--- src/rtl/mandelbrot_iter_ctrl_if.sv ---
// Pixel-in, iteration-logic and result-out signals of the Mandelbrot iteration controller.
// The master modport is the controller; the slave modport is its surrounding datapath.
interface mandelbrot_iter_ctrl_if #(
    parameter int Q_LEN  = 46,
    parameter int ITER_W = 8,
    parameter int TAG_W  = 20
);
    logic              in_valid;
    logic              in_ready;
    logic [Q_LEN-1:0]  in_c_real;
    logic [Q_LEN-1:0]  in_c_imag;
    logic [TAG_W-1:0]  in_tag;

    logic [Q_LEN-1:0]  lg_z_real;
    logic [Q_LEN-1:0]  lg_z_imag;
    logic [Q_LEN-1:0]  lg_c_real;
    logic [Q_LEN-1:0]  lg_c_imag;
    logic [Q_LEN-1:0]  lg_next_z_real;
    logic [Q_LEN-1:0]  lg_next_z_imag;
    logic              lg_finished;

    logic              out_valid;
    logic              out_ready;
    logic [ITER_W-1:0] out_iter;
    logic              out_escaped;
    logic [TAG_W-1:0]  out_tag;

    logic              busy;

    modport master (
        input  in_valid, in_c_real, in_c_imag, in_tag,
        input  lg_next_z_real, lg_next_z_imag, lg_finished,
        input  out_ready,
        output in_ready,
        output lg_z_real, lg_z_imag, lg_c_real, lg_c_imag,
        output out_valid, out_iter, out_escaped, out_tag,
        output busy
    );

    modport slave (
        output in_valid, in_c_real, in_c_imag, in_tag,
        output lg_next_z_real, lg_next_z_imag, lg_finished,
        output out_ready,
        input  in_ready,
        input  lg_z_real, lg_z_imag, lg_c_real, lg_c_imag,
        input  out_valid, out_iter, out_escaped, out_tag,
        input  busy
    );
endinterface

--- src/rtl/mandelbrot_iter_ctrl.sv ---
// Drives external z^2+c logic one pixel at a time; result valid k+1 edges after accept (escape at k).
// One pixel in flight: in_ready only in IDLE, result held in DONE until out_ready.
module mandelbrot_iter_ctrl #(
    parameter int Q_LEN    = 46,
    parameter int ITER_W   = 8,
    parameter int MAX_ITER = 255,
    parameter int TAG_W    = 20
) (
    input  logic                  clk,
    input  logic                  rst,
    mandelbrot_iter_ctrl_if.master bus
);
    localparam logic [ITER_W-1:0] MAX_N = ITER_W'(MAX_ITER);

    typedef enum logic [1:0] {
        IDLE = 2'd0,
        ITER = 2'd1,
        DONE = 2'd2
    } state_t;

    state_t            state;
    state_t            state_nxt;

    logic [Q_LEN-1:0]  z_re;
    logic [Q_LEN-1:0]  z_im;
    logic [Q_LEN-1:0]  c_re;
    logic [Q_LEN-1:0]  c_im;
    logic [TAG_W-1:0]  tag_q;
    logic [ITER_W-1:0] n;

    logic [ITER_W-1:0] res_iter;
    logic              res_escaped;
    logic [TAG_W-1:0]  res_tag;

    logic              at_cap;

    assign at_cap = (n == MAX_N);

    always_ff @(posedge clk or posedge rst) begin
        if (rst) begin
            state <= IDLE;
        end else begin
            state <= state_nxt;
        end
    end

    always_comb begin
        state_nxt = state;
        case (state)
            IDLE: if (bus.in_valid)                 state_nxt = ITER;
            ITER: if (bus.lg_finished || at_cap)    state_nxt = DONE;
            DONE: if (bus.out_ready)                state_nxt = IDLE;
            default:                                state_nxt = IDLE;
        endcase
    end

    // Escape is checked before the cap, and the cap before the increment, so n never wraps.
    always_ff @(posedge clk or posedge rst) begin
        if (rst) begin
            z_re        <= '0;
            z_im        <= '0;
            c_re        <= '0;
            c_im        <= '0;
            tag_q       <= '0;
            n           <= '0;
            res_iter    <= '0;
            res_escaped <= 1'b0;
            res_tag     <= '0;
        end else begin
            case (state)
                IDLE: begin
                    if (bus.in_valid) begin
                        c_re  <= bus.in_c_real;
                        c_im  <= bus.in_c_imag;
                        tag_q <= bus.in_tag;
                        z_re  <= '0;
                        z_im  <= '0;
                        n     <= '0;
                    end
                end
                ITER: begin
                    if (bus.lg_finished) begin
                        res_iter    <= n;
                        res_escaped <= 1'b1;
                        res_tag     <= tag_q;
                    end else if (at_cap) begin
                        res_iter    <= MAX_N;
                        res_escaped <= 1'b0;
                        res_tag     <= tag_q;
                    end else begin
                        z_re <= bus.lg_next_z_real;
                        z_im <= bus.lg_next_z_imag;
                        n    <= n + 1'b1;
                    end
                end
                default: ;
            endcase
        end
    end

    assign bus.in_ready    = (state == IDLE);
    assign bus.busy        = (state == ITER);
    assign bus.out_valid   = (state == DONE);
    assign bus.out_iter    = res_iter;
    assign bus.out_escaped = res_escaped;
    assign bus.out_tag     = res_tag;

    assign bus.lg_z_real   = z_re;
    assign bus.lg_z_imag   = z_im;
    assign bus.lg_c_real   = c_re;
    assign bus.lg_c_imag   = c_im;
endmodule

--- src/flat_wrapper.sv ---
// flat-port wrapper written by rule: the top's interface ports become plain ports
module mandelbrot_iter_ctrl_flat 
#(
    parameter int Q_LEN    = 46,
    parameter int ITER_W   = 8,
    parameter int MAX_ITER = 255,
    parameter int TAG_W    = 20
)
  (clk, rst, bus_in_valid, bus_in_c_real, bus_in_c_imag, bus_in_tag, bus_lg_next_z_real, bus_lg_next_z_imag, bus_lg_finished, bus_out_ready, bus_in_ready, bus_lg_z_real, bus_lg_z_imag, bus_lg_c_real, bus_lg_c_imag, bus_out_valid, bus_out_iter, bus_out_escaped, bus_out_tag, bus_busy);
  mandelbrot_iter_ctrl_if #(.Q_LEN(Q_LEN), .ITER_W(ITER_W), .TAG_W(TAG_W)) bus_i ();
  input  logic clk;
  input  logic rst;
  input wire logic [$bits(bus_i.in_valid)-1:0] bus_in_valid;
  input wire logic [$bits(bus_i.in_c_real)-1:0] bus_in_c_real;
  input wire logic [$bits(bus_i.in_c_imag)-1:0] bus_in_c_imag;
  input wire logic [$bits(bus_i.in_tag)-1:0] bus_in_tag;
  input wire logic [$bits(bus_i.lg_next_z_real)-1:0] bus_lg_next_z_real;
  input wire logic [$bits(bus_i.lg_next_z_imag)-1:0] bus_lg_next_z_imag;
  input wire logic [$bits(bus_i.lg_finished)-1:0] bus_lg_finished;
  input wire logic [$bits(bus_i.out_ready)-1:0] bus_out_ready;
  output wire logic [$bits(bus_i.in_ready)-1:0] bus_in_ready;
  output wire logic [$bits(bus_i.lg_z_real)-1:0] bus_lg_z_real;
  output wire logic [$bits(bus_i.lg_z_imag)-1:0] bus_lg_z_imag;
  output wire logic [$bits(bus_i.lg_c_real)-1:0] bus_lg_c_real;
  output wire logic [$bits(bus_i.lg_c_imag)-1:0] bus_lg_c_imag;
  output wire logic [$bits(bus_i.out_valid)-1:0] bus_out_valid;
  output wire logic [$bits(bus_i.out_iter)-1:0] bus_out_iter;
  output wire logic [$bits(bus_i.out_escaped)-1:0] bus_out_escaped;
  output wire logic [$bits(bus_i.out_tag)-1:0] bus_out_tag;
  output wire logic [$bits(bus_i.busy)-1:0] bus_busy;
  assign bus_i.in_valid = bus_in_valid;
  assign bus_i.in_c_real = bus_in_c_real;
  assign bus_i.in_c_imag = bus_in_c_imag;
  assign bus_i.in_tag = bus_in_tag;
  assign bus_i.lg_next_z_real = bus_lg_next_z_real;
  assign bus_i.lg_next_z_imag = bus_lg_next_z_imag;
  assign bus_i.lg_finished = bus_lg_finished;
  assign bus_i.out_ready = bus_out_ready;
  assign bus_in_ready = bus_i.in_ready;
  assign bus_lg_z_real = bus_i.lg_z_real;
  assign bus_lg_z_imag = bus_i.lg_z_imag;
  assign bus_lg_c_real = bus_i.lg_c_real;
  assign bus_lg_c_imag = bus_i.lg_c_imag;
  assign bus_out_valid = bus_i.out_valid;
  assign bus_out_iter = bus_i.out_iter;
  assign bus_out_escaped = bus_i.out_escaped;
  assign bus_out_tag = bus_i.out_tag;
  assign bus_busy = bus_i.busy;
  mandelbrot_iter_ctrl #(.Q_LEN(Q_LEN), .ITER_W(ITER_W), .MAX_ITER(MAX_ITER), .TAG_W(TAG_W)) u_core (.clk(clk), .rst(rst), .bus(bus_i));
endmodule
--- config.mk ---
export PLATFORM = sky130hd
export DESIGN_NAME = mandelbrot_iter_ctrl_flat
export DESIGN_NICKNAME = d
export VERILOG_FILES = /design/src/rtl/mandelbrot_iter_ctrl_if.sv /design/src/rtl/mandelbrot_iter_ctrl.sv /design/src/flat_wrapper.sv
export SDC_FILE = /design/constraint.sdc
export NUM_CORES = 1
export LEC_CHECK = 0
export ABC_AREA = 1
export CORE_AREA = 2 2 164 166
export CTS_BUF_LIST = sky130_fd_sc_hd__clkbuf_4
export DETAILED_ROUTE_END_ITERATION = 6
export DIE_AREA = 0 0 166 168
export DONT_BUFFER_PORTS = 1
export PLACE_DENSITY_LB_ADDON = 0.08
export SLEW_MARGIN = 20
export SYNTH_ARGS = -nofsm -noshare
export SYNTH_HDL_FRONTEND = slang
export SYNTH_SLANG_ARGS = --single-unit
--- constraint.sdc ---
create_clock -name clk -period 11.6 [get_ports clk]
set_clock_uncertainty 0.05 [all_clocks]
set_input_delay 0.58 -clock clk [delete_from_list [all_inputs] [get_ports clk]]
set_output_delay 0.58 -clock clk [all_outputs]
set_load 0.02 [all_outputs]
Yosys cells after proc, flatten, opt, wreduce, memory -nomap -nowiden
Index checks and enable logic that the tools add are counted.
{"block": "word_totals", "regBits": 243, "input_bits": 209, "output_inout_bits": 216, "word_cells": 48}
{"block": "op_classes", "addsub": 1, "n_eq_ne": 8, "n_mux": 21, "n_reduce_logical": 8}
{"operator": "two-way mux 46 bit", "n": 5}
{"operator": "case mux 46 bit (2 select lines)", "n": 2}
{"operator": "two-way mux 20 bit", "n": 2}
{"operator": "two-way mux 8 bit", "n": 5}
{"operator": "case mux 8 bit (2 select lines)", "n": 1}
{"operator": "adder 8 x 1 -> 8 bit (second input constant)", "n": 1}
{"operator": "equality test 8 bit (second input constant)", "n": 1}
{"operator": "inequality test 2 bit (second input constant)", "n": 4}
{"operator": "two-way mux 2 bit", "n": 3}
{"operator": "case mux 2 bit (3 select lines)", "n": 1}
{"operator": "AND reduction 2 bit", "n": 2}
{"operator": "AND reduction 4 bit", "n": 1}
{"operator": "nonzero test 2 bit", "n": 2}
{"operator": "AND reduction 3 bit", "n": 1}
{"operator": "equality test 2 x 1 -> 1 bit (second input constant)", "n": 1}
{"operator": "equality test 2 bit (second input constant)", "n": 1}
{"operator": "zero test 2 bit", "n": 1}
{"operator": "two-way mux 1 bit", "n": 2}
{"operator": "inequality test 2 x 1 -> 1 bit (second input constant)", "n": 1}
{"operator": "logical OR 1 bit", "n": 1}

Depth between registers and ports, before layout
{"block": "logic_depth", "depth_word": 4, "ltp_mapped": 10, "ltp_nobuf": 8}

Least setup slack after synthesis
No wires, ideal clock.
{"block": "synth_timing", "kind": "register -> register", "from": "register u_core.state[0]", "to": "register u_core.c_im[0], in the netlist u_core.bus.lg_c_imag[0]", "setup_ps": 128, "t_arrival_ps": 1420, "required_ps": 11422, "setup_slack_ps": 10002, "stages_incl_launch_ff": 6, "path_buffers": 2, "period_less_slack_ps": 1598, "cell_sequence": "dfrtp_1 -> nor2_2 -> nand2_2 -> buf_2 -> buf_2 -> mux2_1"}
{"block": "synth_via", "elab_chain_len": 2}
{"element": "start, declared", "line": "mandelbrot_iter_ctrl.sv:21", "text": "state_t state;"}
{"element": "start signal, assigned", "line": "mandelbrot_iter_ctrl.sv:43", "text": "state <= state_nxt;"}
{"element": "zero test 2 bit"}
{"element": "via bus_in_ready", "line": "flat_wrapper.sv:21", "text": "output wire logic [$bits(bus_i.in_ready)-1:0] bus_in_ready;"}
{"element": "AND reduction 2 bit (no line)"}
{"element": "end signal, assigned", "line": "mandelbrot_iter_ctrl.sv:74", "text": "c_im <= bus.in_c_imag;"}
{"element": "end, declared", "line": "mandelbrot_iter_ctrl.sv:27", "text": "logic [Q_LEN-1:0] c_im;"}
The timed path passes the listed nets, and every way through them passes these cells.
A chain may end at the register's enable or synchronous reset.

Worst setup path in the final report
{"block": "layout_timing", "from": "register u_core.state[1]", "to": "register u_core.z_re[43], in the netlist u_core.bus.lg_z_real[43]"}
{"block": "layout_via", "elab_chain_len": 3, "word_cells_on_any_way": 8, "classes_between": "4 x eq/ne; 1 x mux; 3 x reduce/logical"}
{"element": "equality test 2 x 1 -> 1 bit (*)"}
{"element": "via bus_busy", "line": "flat_wrapper.sv:30", "text": "output wire logic [$bits(bus_i.busy)-1:0] bus_busy;"}
{"element": "inequality test 2 bit (no line) / nonzero test 2 bit (equally long branches)"}
{"element": "AND reduction 4 bit (no line)"}
{"element": "end signal, assigned", "line": "mandelbrot_iter_ctrl.sv:91", "text": "z_re <= bus.lg_next_z_real;"}
{"element": "end, declared", "line": "mandelbrot_iter_ctrl.sv:24", "text": "logic [Q_LEN-1:0] z_re;"}
Mark *: on every way through the listed nets, which the timed path passes. The rest lies on a longest branch.

==> out/summary.txt <==
max incr delay on CP: 630 ps
Slew @ Worst Pin: 1010 ps
CP startpoint kind: flop
Levels on crit path: 9
clock root buffer: clkbuf_4
crit path kind: reg -> reg
area leader, netlist: dfrtp_1
Synth warnings: 0
design area: 0.0125 mm2
Mapped Nets: 1065
Placer Congestion: 0.776
maximum vdd drop: 291 uV
CP Buf/Inv Count: 5
1st-iter DRT viols: 364
f_max: 345 MHz
Die ar.: 0.0279 mm2
DPL Wire Length: 16300 um
leakage power: 6.05 nW
Cell variety after synth: 22
Final Slew Violations: 0
Placed Area: 0.00972 mm2
cell count after synthesis: 855
TritonCTS buffer count: 68
mapped cell area: 0.00953 mm2
# fillers: 2357
# rows: 60
Worst Reg2Reg Path Length in Cells: 9
Seq cells post-synth: 243
max_cap viols: 0
drt via density: 4.85
share of layout cells above drive strength 1: 0.169
Routed Antenna Nets: 0
DIE WIDTH: 166 um
status: complete, no violations
dpl cells: 1152
Slew headroom: 0.329
cell repeated most along the worst path: nand2_1
post-synth top area share: 0.638
Worst EP required: 12120 ps
Seq/Total Area, Yosys: 0.638
WL final: 26000 um
Initial Util: 0.362
die height: 168 um
CP max FO: 74
H-tree level count: 3
pre-CTS WS: 8360 ps
Top delay family on crit path: buffers and inverters
vias: 7079
Hold Path Stages: 4
total grt overflow: 0
vias in the first global route: 7602
CTS tree: built
critical-path cell list: inv_1, nand2_1, inv_2, nand3_4, buf_4, inv_2, buf_4, nand2_1, nand2_1
synthesis-to-finish area growth: 31.6%
drc violations: 0
buffers added on ports: 0
clock-pin slew of the registers on the worst-case setup and hold paths: 60 ps
initial antenna violation count: 2
Non-Filler Instances: 1459
nature of the critical path endpoint: flop
largest net degree at the start of global routing: 126
Detailed Routing Iterations Pass 1: 4
slowest CP cell: buf_4
PnR worst setup slack: 8700 ps
global-route wire length before repair: 41200 um
setup TNS: 0 ps
PwrDens: 284 mW/mm2
Final min period: 2900 ps
CTS Sinks: 243
# IOs: 425
Longest Clk Path Bufs: 3
core area: 0.0264 mm2
GRT Total Usage: 0.184
Area contributors post-synth: dfrtp_1 (64%), nand2_1 (11%), mux2_2 (9.0%)
Avg Cell Area, Syn: 11.1 um2
Clk Latency, worst-skew pair: 650 ps
postcts setup bufs: 0
Hold/Removal Path Class: in -> reg
hold slack: 101 ps
unrepaired setup endpoints after global routing: no
Final Hold Fails: 0
post-DR wirelength/cell: 17.8 um
Final Cycle Share: 0.250
# setup viols final: 0
Arrival @ worst endpoint: 3420 ps
nets: 1293
==> power breakdown <==
group | switching, mW | internal (mW)
sequential | 0.807 | 1.26
clock | 0.350 | 0.383
combinational | 0.405 | 0.351
==> synthesized netlist by cell type (all sizes together) <==
cell type,count
nand2,279
dfrtp,243
mux2,112
nand3,106
buf,45
nor2,41
inv,16
clkbuf,4
nor3b,2
o21ai,2
o21bai,2
ha,1
o31ai,1
xor2,1
==> routing by layer <==
layer	share of wire	track usage
met5	0	0
met3	0.10	0.0839
met4	0.030	0.0752
met2	0.50	0.314
met1	0.37	0.199
==> layout make-up <==
| cell class | count | area (um2) | share of cell area |
|---|---|---|---|
| clock inverters | 12 | 95.1 | 0.00758 |
| inverters | 16 | 67.6 | 0.00539 |
| flip-flops and latches | 243 | 6080 | 0.485 |
| clock buffers | 91 | 683 | 0.0545 |
| repair buffers | 207 | 2080 | 0.166 |
| diodes | 2 | 5.00 | 0.000399 |
| well taps | 341 | 427 | 0.0340 |
| multi-input cells | 547 | 3110 | 0.248 |
==> per-stage QoR <==
stage                     utilization  power (mW)
after global placement          0.369        2.75
after CTS                       0.474        3.60
after global routing            0.476        3.79
after floorplan                     -        2.55
final                           0.476        3.56
after detailed placement        0.369        2.79
==> kinds of logic (layout without fill, tap and decap cells) <==
logic type / Yosys count / in the layout / synth area share
AOI/OAI and AO/OA: 5 / 5 / 0.00460
xor gates and xnor gates: 1 / 1 / 0.000919
adders and majority gates: 1 / 1 / 0.00131
buffers and inverters: 65 / 326 / 0.0378
DFF: 243 / 243 / 0.638
muxes: 112 / 112 / 0.132
other: 0 / 2 / 0
and+or+nand+nor: 428 / 428 / 0.185
==> sequential cells by signal, summed over array words and instances (netlist names) <==
signal,flops
u_core.bus.lg_c_imag,46
u_core.bus.lg_c_real,46
u_core.bus.lg_z_imag,46
u_core.bus.lg_z_real,46
u_core.bus.out_tag,20
u_core.tag_q,20
u_core.bus.out_iter,8
u_core.n,8
u_core.state,2
u_core.bus.out_escaped,1
==> worst register-to-register path, stage by stage, from the launching register on <==
cell and delay (ps):
dfrtp_1 380, inv_1 90, nand2_1 330, inv_2 350
nand3_4 90, buf_4 280, inv_2 290, buf_4 630
nand2_1 230, nand2_1 130
==> placed cells by master, fill, tap and decap left out, drive strengths merged <==
master,netlist,final
dfrtp,243,243
clkbuf,4,91
xor2,1,1
o21ai,2,2
dlygate4sd3,0,201
ha,1,1
nor3b,2,2
mux2,112,112
o31ai,1,1
nand3,106,106
inv,16,17
nor2,41,41
diode,0,2
nand2,279,279
clkinvlp,0,1
o21bai,2,2
clkinv,0,9
bufinv,0,1
buf,45,6
==> what timing repair did <==
action                                 in CTS  in global routing
endpoints found under the hold margin     302                  1
gates resized for setup                     0                  0
hold buffers                              200                  1
==> path summary, 6_finish.rpt <==
path / from / to / slack, ps
max: u_core.state[1] / u_core.bus.lg_z_real[43] / 8700
min in group asynchronous: rst / u_core.bus.lg_c_real[16] / 460
max in group asynchronous: rst / u_core.bus.lg_c_imag[10] / 8770
min reg2reg: u_core.tag_q[8] / u_core.bus.out_tag[8] / 410
min: bus_lg_next_z_imag[33] / u_core.bus.lg_z_imag[33] / 100
max reg2reg: u_core.state[1] / u_core.bus.lg_z_real[43] / 8700
Note: power is estimated with default switching activity, not from simulation.
